==> src/rtl/mig7_pkg.sv <==
// Shared constants and types for the two-client MIG 7-series command arbiter.
package mig7_pkg;

  localparam logic [2:0] CMD_WRITE = 3'b000;
  localparam logic [2:0] CMD_READ  = 3'b001;

  typedef enum logic {
    IDLE  = 1'b0,
    ISSUE = 1'b1
  } arb_state_t;

endpackage

==> src/rtl/mig7_tag_fifo.sv <==
// 1-bit wide synchronous FIFO holding the client ID of each read in flight.
module mig7_tag_fifo #(
  parameter int DEPTH = 16
) (
  input  logic                     clk,
  input  logic                     rst_n,
  input  logic                     push,
  input  logic                     push_id,
  input  logic                     pop,
  output logic                     head_id,
  output logic                     full,
  output logic                     empty,
  output logic [$clog2(DEPTH):0]   count
);

  localparam int PW = $clog2(DEPTH);

  logic [DEPTH-1:0] mem;
  logic [PW-1:0]    wr_ptr;
  logic [PW-1:0]    rd_ptr;
  logic             do_push;
  logic             do_pop;

  assign full    = (count == (PW+1)'(DEPTH));
  assign empty   = (count == '0);
  assign do_push = push && !full;
  assign do_pop  = pop && !empty;
  assign head_id = mem[rd_ptr];

  always_ff @(posedge clk) begin
    if (do_push) begin
      mem[wr_ptr] <= push_id;
    end
  end

  // Pointers wrap naturally because DEPTH is a power of two.
  always_ff @(posedge clk or negedge rst_n) begin
    if (!rst_n) begin
      wr_ptr <= '0;
      rd_ptr <= '0;
      count  <= '0;
    end else begin
      if (do_push) wr_ptr <= wr_ptr + PW'(1);
      if (do_pop)  rd_ptr <= rd_ptr + PW'(1);
      case ({do_push, do_pop})
        2'b10:   count <= count + (PW+1)'(1);
        2'b01:   count <= count - (PW+1)'(1);
        default: count <= count;
      endcase
    end
  end

endmodule

==> src/rtl/mig7_arbiter.sv <==
// Round-robin arbiter sharing one MIG 7-series app interface between two clients,
// with in-order routing of read data back to the requesting client.
module mig7_arbiter
  import mig7_pkg::*;
#(
  parameter int AW        = 28,
  parameter int DW        = 128,
  parameter int MW        = 16,
  parameter int TAG_DEPTH = 16
) (
  input  logic                          clk,
  input  logic                          rst_n,
  input  logic [1:0]                    req_valid,
  output logic [1:0]                    req_ready,
  input  logic [1:0]                    req_write,
  input  logic [1:0][AW-1:0]            req_addr,
  input  logic [1:0][DW-1:0]            req_wdata,
  input  logic [1:0][MW-1:0]            req_wmask,
  output logic [1:0]                    rsp_valid,
  output logic [DW-1:0]                 rsp_data,
  output logic [AW-1:0]                 app_addr,
  output logic [2:0]                    app_cmd,
  output logic                          app_en,
  output logic [DW-1:0]                 app_wdf_data,
  output logic                          app_wdf_end,
  output logic [MW-1:0]                 app_wdf_mask,
  output logic                          app_wdf_wren,
  input  logic [DW-1:0]                 app_rd_data,
  input  logic                          app_rd_data_valid,
  input  logic                          app_rdy,
  input  logic                          app_wdf_rdy,
  input  logic                          init_calib_complete,
  output logic [$clog2(TAG_DEPTH):0]    outstanding,
  output logic                          err_orphan
);

  arb_state_t state;
  arb_state_t state_nxt;

  logic       ptr;
  logic [1:0] elig;
  logic       gnt_vld;
  logic       gnt_id;
  logic       cur_id;
  logic       en_pend;
  logic       wr_pend;
  logic       tag_push;
  logic       tag_pop;
  logic       tag_head;
  logic       tag_full;
  logic       tag_empty;

  assign app_wdf_end = 1'b1;

  // A read is only eligible while the tag FIFO can still take its ID.
  always_comb begin
    elig = 2'b00;
    for (int i = 0; i < 2; i++) begin
      elig[i] = rst_n && (state == IDLE) && init_calib_complete && req_valid[i] &&
                (req_write[i] || !tag_full);
    end
  end

  assign gnt_vld   = |elig;
  assign gnt_id    = (elig == 2'b11) ? ptr : elig[1];
  assign req_ready = {gnt_vld & gnt_id, gnt_vld & ~gnt_id};

  assign en_pend = app_en && !app_rdy;
  assign wr_pend = app_wdf_wren && !app_wdf_rdy;

  always_comb begin
    state_nxt = state;
    case (state)
      IDLE:    if (gnt_vld) state_nxt = ISSUE;
      ISSUE:   if (!en_pend && !wr_pend) state_nxt = IDLE;
      default: state_nxt = IDLE;
    endcase
  end

  // Command stage: capture the winner, then hold app_en / app_wdf_wren until each
  // handshake completes on its own.
  always_ff @(posedge clk or negedge rst_n) begin
    if (!rst_n) begin
      state        <= IDLE;
      ptr          <= 1'b0;
      cur_id       <= 1'b0;
      app_en       <= 1'b0;
      app_wdf_wren <= 1'b0;
      app_addr     <= '0;
      app_cmd      <= '0;
      app_wdf_data <= '0;
      app_wdf_mask <= '0;
    end else begin
      state <= state_nxt;
      if (gnt_vld) begin
        ptr          <= ~gnt_id;
        cur_id       <= gnt_id;
        app_en       <= 1'b1;
        app_wdf_wren <= req_write[gnt_id];
        app_addr     <= req_addr[gnt_id];
        app_cmd      <= req_write[gnt_id] ? CMD_WRITE : CMD_READ;
        app_wdf_data <= req_wdata[gnt_id];
        app_wdf_mask <= req_wmask[gnt_id];
      end else begin
        if (app_en && app_rdy)            app_en       <= 1'b0;
        if (app_wdf_wren && app_wdf_rdy)  app_wdf_wren <= 1'b0;
      end
    end
  end

  assign tag_push = app_en && app_rdy && (app_cmd == CMD_READ);
  assign tag_pop  = app_rd_data_valid && !tag_empty;

  mig7_tag_fifo #(
    .DEPTH (TAG_DEPTH)
  ) u_tag_fifo (
    .clk     (clk),
    .rst_n   (rst_n),
    .push    (tag_push),
    .push_id (cur_id),
    .pop     (tag_pop),
    .head_id (tag_head),
    .full    (tag_full),
    .empty   (tag_empty),
    .count   (outstanding)
  );

  // Response stage: one-cycle registered return of read data to the head client.
  always_ff @(posedge clk or negedge rst_n) begin
    if (!rst_n) begin
      rsp_valid  <= 2'b00;
      rsp_data   <= '0;
      err_orphan <= 1'b0;
    end else begin
      rsp_valid <= tag_pop ? {tag_head, ~tag_head} : 2'b00;
      if (tag_pop) rsp_data <= app_rd_data;
      if (app_rd_data_valid && tag_empty) err_orphan <= 1'b1;
    end
  end

endmodule

==> config.mk <==
export PLATFORM = sky130hd
export DESIGN_NAME = mig7_arbiter
export DESIGN_NICKNAME = d
export VERILOG_FILES = /design/src/rtl/mig7_pkg.sv /design/src/rtl/mig7_tag_fifo.sv /design/src/rtl/mig7_arbiter.sv
export SDC_FILE = /design/constraint.sdc
export NUM_CORES = 1
export LEC_CHECK = 0
export ABC_CLOCK_PERIOD_IN_PS = 4400
export BUFFER_PORTS_ARGS = -buffer_cell sky130_fd_sc_hd__buf_2
export CAP_MARGIN = 20
export CORE_AREA = 2 2 310 312
export CTS_CLUSTER_SIZE = 28
export DETAILED_ROUTE_END_ITERATION = 12
export DIE_AREA = 0 0 312 314
export GPL_TIMING_DRIVEN = 0
export MAX_ROUTING_LAYER = met4
export SLEW_MARGIN = 20
export SYNTH_ARGS = -nofsm -noshare
export SYNTH_HDL_FRONTEND = slang
export SYNTH_SLANG_ARGS = --single-unit
==> constraint.sdc <==
create_clock -name clk -period 4.4 [get_ports clk]
set_input_delay 0.22 -clock clk [delete_from_list [all_inputs] [get_ports clk]]
set_output_delay 0.22 -clock clk [all_outputs]
set_load 0.02 [all_outputs]
### After elaboration in Yosys (flattened, before gate mapping)

Index checks and enable logic that the tools add are counted.

| word-level totals | value |
|---|---|
| register bits after elaboration | 340 |
| output and inout bits | 316 |
| bits of input ports | 482 |

| operators by class | value |
|---|---|
| bitwise operators | 5 |
| reductions and logical operators | 30 |
| $add $sub $neg | 4 |
| $lt $le $gt $ge | 4 |
| equal/unequal tests | 5 |
| muxes and demuxes | 24 |

Operators by type and width:

| cell | count |
|---|---|
| $mux W128 | 2 |
| $mux W28 | 2 |
| $mux W16 | 2 |
| $logic_and A1 B1 Y1 | 17 |
| $bwmux W16 | 1 |
| $mux W1 | 12 |
| $lt A4 B5 Y1 const B | 2 |
| $pmux W5 S2 | 1 |
| $add A4 B1 Y4 const B | 2 |
| $logic_not A1 Y1 | 6 |
| $reduce_bool A2 Y1 | 3 |
| $add A5 B1 Y5 const B | 1 |
| $eq A5 B5 Y1 const B | 1 |
| $logic_not A5 Y1 | 1 |
| $sub A5 B1 Y5 const B | 1 |
| $bmux W1 S4 | 1 |
| $demux W1 S4 | 1 |
| $eq A2 B2 Y1 const B | 2 |
| $ge A4 B1 Y1 const B | 1 |
| $eq A3 B1 Y1 const B | 1 |
| $not A1 Y1 | 3 |
| $and A1 B1 Y1 | 2 |
| $eq A2 B1 Y1 const B | 1 |
| $logic_or A1 B1 Y1 | 2 |
| 4 further kinds | 4 |

### Longest topological paths before layout

| logic depth | value |
|---|---|
| depth after elaboration | 10 |
| gate-level depth with buffers | 13 |
| gate-level depth less buffers | 10 |

### Cells and area by module

Synthesis repeated with hierarchy kept, for this count alone.

| second synthesis, totals | value |
|---|---|
| cell total of the unflattened synthesis | 1039 |
| area, all modules | 14274.9 µm² |

By module, submodules not included:

| module | cells an instance | times used | area an instance (µm²) |
|---|---|---|---|
| mig7_arbiter | 914 | 1 | 12774.8 |
| mig7_tag_fifo | 125 | 1 | 1500.2 |

### Least setup slack after synthesis

No wires, ideal clock.

| path | value |
|---|---|
| path type | reg-to-reg |
| start | register u_tag_fifo.count[2] |
| end | register u_tag_fifo.count[4] |
| buffers on the path | 3 |
| stages on the path, launching flop included | 14 |
| data arrival time | 3206 ps |
| data required time | 4265 ps |
| setup slack | 1059 ps |
| path through | dfrtp_1 buf_2 or4_4 o21ai_1 inv_2 clkbuf_1 ha_1 clkbuf_1 xor2_1 ha_1 or2_2 a31oi_1 o31ai_1 xor2_1 |

| between the ends | value |
|---|---|
| longest elaborated chain between the ends | 6 |

RTL lines:

| item | RTL line | text |
|---|---|---|
| start, declared | mig7_tag_fifo.sv:13 | `output logic [$clog2(DEPTH):0] count` |
| start signal, assigned | mig7_tag_fifo.sv:46 | `2'b10: count <= count + (PW+1)'(1);` |
| start signal, assigned | mig7_tag_fifo.sv:47 | `2'b01: count <= count - (PW+1)'(1);` |
| start signal, assigned | mig7_tag_fifo.sv:48 | `default: count <= count;` |
| $logic_not A5 Y1 (*) | mig7_tag_fifo.sv:25 | `assign empty = (count == '0);` |
| $logic_not A1 Y1 (*) | mig7_arbiter.sv:112 | `assign tag_pop = app_rd_data_valid && !tag_empty;` |
| $logic_and A1 B1 Y1 (*) | mig7_arbiter.sv:112 |  |
| net tag_pop | mig7_arbiter.sv:48 | `logic tag_pop;` |
| $logic_and A1 B1 Y1 (*) | mig7_tag_fifo.sv:27 | `assign do_pop = pop && !empty;` |
| $eq A2 B1 Y1 / $eq A2 B2 Y1 (equally long branches) | mig7_tag_fifo.sv:45 | `case ({do_push, do_pop})` |
| $pmux W5 S2 / $reduce_bool A2 Y1 (equally long branches) | - |  |

Mark *: on every way through the listed nets, which the timed path passes. The rest lies on a longest branch.
A chain may end at the register's enable or synchronous reset.

### Worst setup path after layout

| path | value |
|---|---|
| start | input rst_n |
| end | register app_wdf_mask[3] |

| between the ends | value |
|---|---|
| longest elaborated chain between the ends | 8 |

RTL lines:

| item | RTL line | text |
|---|---|---|
| start, declared | mig7_arbiter.sv:12 | `input logic rst_n,` |
| $logic_and A1 B1 Y1 (*) (2 in a row) | mig7_arbiter.sv:59 | `elig[i] = rst_n && (state == IDLE) && init_calib_complete && req_valid[i] &&` |
| $logic_and A1 B1 Y1 (2 in a row) | mig7_arbiter.sv:59 |  |
| $eq A2 B2 Y1 | mig7_arbiter.sv:65 | `assign gnt_id = (elig == 2'b11) ? ptr : elig[1];` |
| $mux W1 | mig7_arbiter.sv:65 |  |
| $mux W16 (implied by the code) (2 in a row) | mig7_arbiter.sv:103 | `app_wdf_mask <= req_wmask[gnt_id];` |
| end signal, assigned | mig7_arbiter.sv:103 |  |
| end, declared | mig7_arbiter.sv:26 | `output logic [MW-1:0] app_wdf_mask,` |

Mark *: on every way between the ends. The rest lies on a longest branch, timed or not. The select of a mux whose other input is x is not followed.

==> flow_metrics.py <==
metrics = {
    "clocking": {
        "cts.sinks": 338,
        "path_clk_slew_ps": 60,
        "clockRootBuffer": "sky130_fd_sc_hd__clkbuf_16",
        "cts_max_level": 2,
        "cts-root-to-sink-buffers": 3,
        "cts_tree": "done",
        "cts_inserted_buffers": 40,
        "worstSkewPairLatency_ps": 580,
    },
    "sta": {
        "timing.fmax_ghz": 0.243,
        "final-hold-violation-count": 0,
        "final.setup.tns_ps": 0,
        "max-slew-margin-rel_pct": 34.2,
        "tightest_slew_ps": 987,
        "post-route-min-period_ps": 4120,
        "final_max_slew_viol_count": 0,
        "layout_setup_ws_ps": 279,
        "hold_slack_final_ps": 55.8,
        "worst_clk_skew_ps": 13.3,
        "finalSetupViolCount": 0,
        "min_period_over_period_pct": 93.7,
        "rsz0062_at_grt": "false",
    },
    "drt": {
        "initialDrtViolationCount": 1119,
        "drt.antenna.violating_nets": 0,
        "drt-total-wl_um": 76900,
        "post_drt_wl_per_cell_um": 20.2,
        "detail_route.vias_per_cell": 4.12,
        "first_drt_pass_iteration_count": 5,
        "drc_errors": 0,
        "via_count": 15716,
    },
    "status": {
        "run_status": "completed",
    },
    "grt": {
        "grt_antenna_before_repair": 40,
        "grt_start_max_net_pins": 93,
        "gr-total-overflow": 0,
        "grt_util_all_layers_pct": 15.5,
        "first_global_vias": 16008,
        "global_route_wire_length_before_repair_um": 109000,
    },
    "cells_and_area": {
        "multiInputGateArea_um2": 5310,
        "seqCellArea_um2": 8540,
        "design_area_um2": 25100,
        "layout.cells.most_common_list": "sky130_fd_sc_hd__buf_2, sky130_fd_sc_hd__nand2_1, sky130_fd_sc_hd__dlygate4sd3_1",
        "area_delta_synth_final_pct": 72.7,
        "layout.cells.most_common": "sky130_fd_sc_hd__buf_2",
        "layout.nets": 2986,
        "fillers": 9969,
        "final_layout_size_suffix_gt1_share_pct": 37.8,
    },
    "die": {
        "die_area_um2": 98000,
        "fp.coreArea_um2": 94400,
        "io_pins": 798,
        "floorplan.initialDensity_pct": 15.4,
        "die_height_um": 314,
        "die_width_um": 312,
        "placementRows": 113,
    },
    "placed_design": {
        "io_buffer_count": 794,
        "dp_slack_ps": -203,
        "dp_hpwl_um": 59500,
        "placedInstanceArea_um2": 20200,
        "gpl.final_weighted_congestion": 0.918,
    },
    "logic_synthesis": {
        "synth.yosys.seq_area_share_pct": 58.7,
        "ys_ff_latch": 338,
        "syn_avg_cell_area_um2": 11.2,
        "yosysWarningCount": 0,
        "post_synth_num_cell_types": 48,
        "netlist_instances": 1302,
        "syn-cell-area_um2": 14600,
    },
    "critical_path": {
        "slowest_delay_ps": 590,
        "timing.critical_path.max_delay_family": "buffers and inverters",
        "critPathLaunch": "rst_n",
        "cp.arrival_ps": 4570,
        "critical_path.endpoint_type": "flip-flop",
        "worst-path-buf-inv": 7,
        "critical-path-slowest-cell": "sky130_fd_sc_hd__dlygate4sd3_1",
        "r2r_start": "u_tag_fifo.count[2]$_DFFE_PN0P_",
        "start_kind": "input pin",
        "crit_fanout": 86,
        "timing.critical_path.cells": "dlygate4sd3_1, buf_8, buf_16, buf_16, nand4b_1, a311oi_2, buf_2, clkbuf_1, nor3b_1, a221o_1, dlygate4sd3_1",
        "timing.critical_path.required_ps": 4850,
        "crit_type": "input pin to flip-flop",
    },
    "job": {
        "cap_viol_max_count": 0,
    },
    "power": {
        "power_mw": 13.8,
        "irDropWorstVdd_uv": 363,
        "power.density_cell_area_nw_per_um2": 551,
        "static_leakage_nw": 12.3,
    },
    "min_path": {
        "holdCritStartpoint": "req_wdata[106]",
        "min-delay-path-class": "input pin to flip-flop",
    },
}
flip-flops by register name (all words and copies together) (netlist names):
name and count:
app_addr 28, app_cmd 1, app_en 1, app_wdf_data 128, app_wdf_mask 16, app_wdf_wren 1, cur_id 1, err_orphan 1
ptr 1, rsp_data 128, rsp_valid 2, state 1, u_tag_fifo.count 5, u_tag_fifo.mem 16, u_tag_fifo.rd_ptr 4, u_tag_fifo.wr_ptr 4
metal layers:
metal  vias up  wire length, µm  track usage, %
met1      7695            31900            18.8
met5         -                0               -
li1       7058                -               -
met4         0             3150            6.14
met2       811            35700            24.4
met3       152             6150            4.25
worst register-to-register path: stages (launching register included):
cell and delay [ps]:
sky130_fd_sc_hd__dfrtp_1 380, sky130_fd_sc_hd__buf_2 180, sky130_fd_sc_hd__or4_4 620, sky130_fd_sc_hd__o21ai_1 390, sky130_fd_sc_hd__inv_2 140, sky130_fd_sc_hd__clkbuf_1 360, sky130_fd_sc_hd__ha_1 350, sky130_fd_sc_hd__clkbuf_1 180
sky130_fd_sc_hd__xor2_1 200, sky130_fd_sc_hd__ha_1 210, sky130_fd_sc_hd__or2_2 300, sky130_fd_sc_hd__a31oi_1 170, sky130_fd_sc_hd__o31ai_1 90, sky130_fd_sc_hd__xor2_1 160
layout make-up:
class	count	area share, %
Clock inverter	16	0.677
Clock buffer	58	4.53
Inverter	7	0.105
Timing Repair Buffer	1151	30.3
Tap cell	1265	6.30
Sequential cell	338	34.0
Antenna cell	22	0.219
Multi-Input combinational cell	843	21.1
Buffer	114	2.74
cells by family after synthesis:
logic type      synth area share, %
simple gates                   21.0
flops                          58.7
compound gates                 13.0
buf+inv                        4.90
xor+xnor                      0.662
fa+ha+maj                     0.774
mux                           0.912
other cells                  0.0516
Yosys cell counts, drive strengths merged:
library cell  number  area share, %
a211oi             2           0.10
o31ai              1          0.052
nand2b             6           0.26
nand3              1          0.034
dfrtp            322             55
nand2            397             10
nor3b            172            8.9
and3               2          0.086
nor3               4           0.14
or4                1          0.077
a21bo              1          0.069
clkbuf            38           0.98
a21o               2           0.10
a21oi              5           0.17
or2                1          0.043
nand4b             2           0.12
ha                 9           0.77
and4b              2           0.14
nor2b              1          0.043
a21boi             1          0.052
nand4              3           0.13
and3b              1          0.060
o21ai              5           0.20
inv                7           0.18
o211ai             1          0.052
a221oi             1           0.10
xnor2              7           0.42
and2               1          0.043
nor2              20           0.52
xor2               4           0.24
mux4               4           0.62
o221a              1          0.077
conb               2          0.052
mux2               2           0.15
buf               77            3.7
edfxtp            16            3.3
a31oi              2          0.086
a221o            172             12
nor4               1           0.15
nand3b             1          0.052
a311oi             2           0.12
mux2i              2           0.14
report_power, final:
group,switching (mW),internal (mW),leakage (nW)
Sequential,0.722,4.20,4.17
Combinational,3.23,2.30,7.53
Clock,1.41,1.98,0.641
metrics by stage:
stage,utilization (%),std cells
2_1_floorplan,-,1303
3_3_place_gp,21.3,3362
3_5_place_dp,21.4,3366
4_1_cts,26.5,3793
5_1_grt,26.6,3809
6_report,26.6,3814
final timing paths:
kind | to | slack [ps] | cells after the start
min reg2reg | err_orphan$_DFFE_PN0P_ | 460 | 1
max in group asynchronous | app_wdf_data[54]$_DFFE_PN0P_ | 3120 | 4
min | app_wdf_data[106]$_DFFE_PN0P_ | 60 | 3
max | app_wdf_mask[3]$_DFFE_PN0P_ | 280 | 11
max reg2reg | u_tag_fifo.count[4]$_DFFE_PN0P_ | 520 | 13
min in group asynchronous | app_addr[10]$_DFFE_PN0P_ | 330 | 3
what timing repair did:
item                                    CTS  global route
hold buffers                            353             0
hold endpoints to repair                368             0
gates resized for setup                   0             9
buffers inserted                          0             0
endpoints found under the setup margin    0            32
No activity file was read; power rests on OpenSTA's default activity.
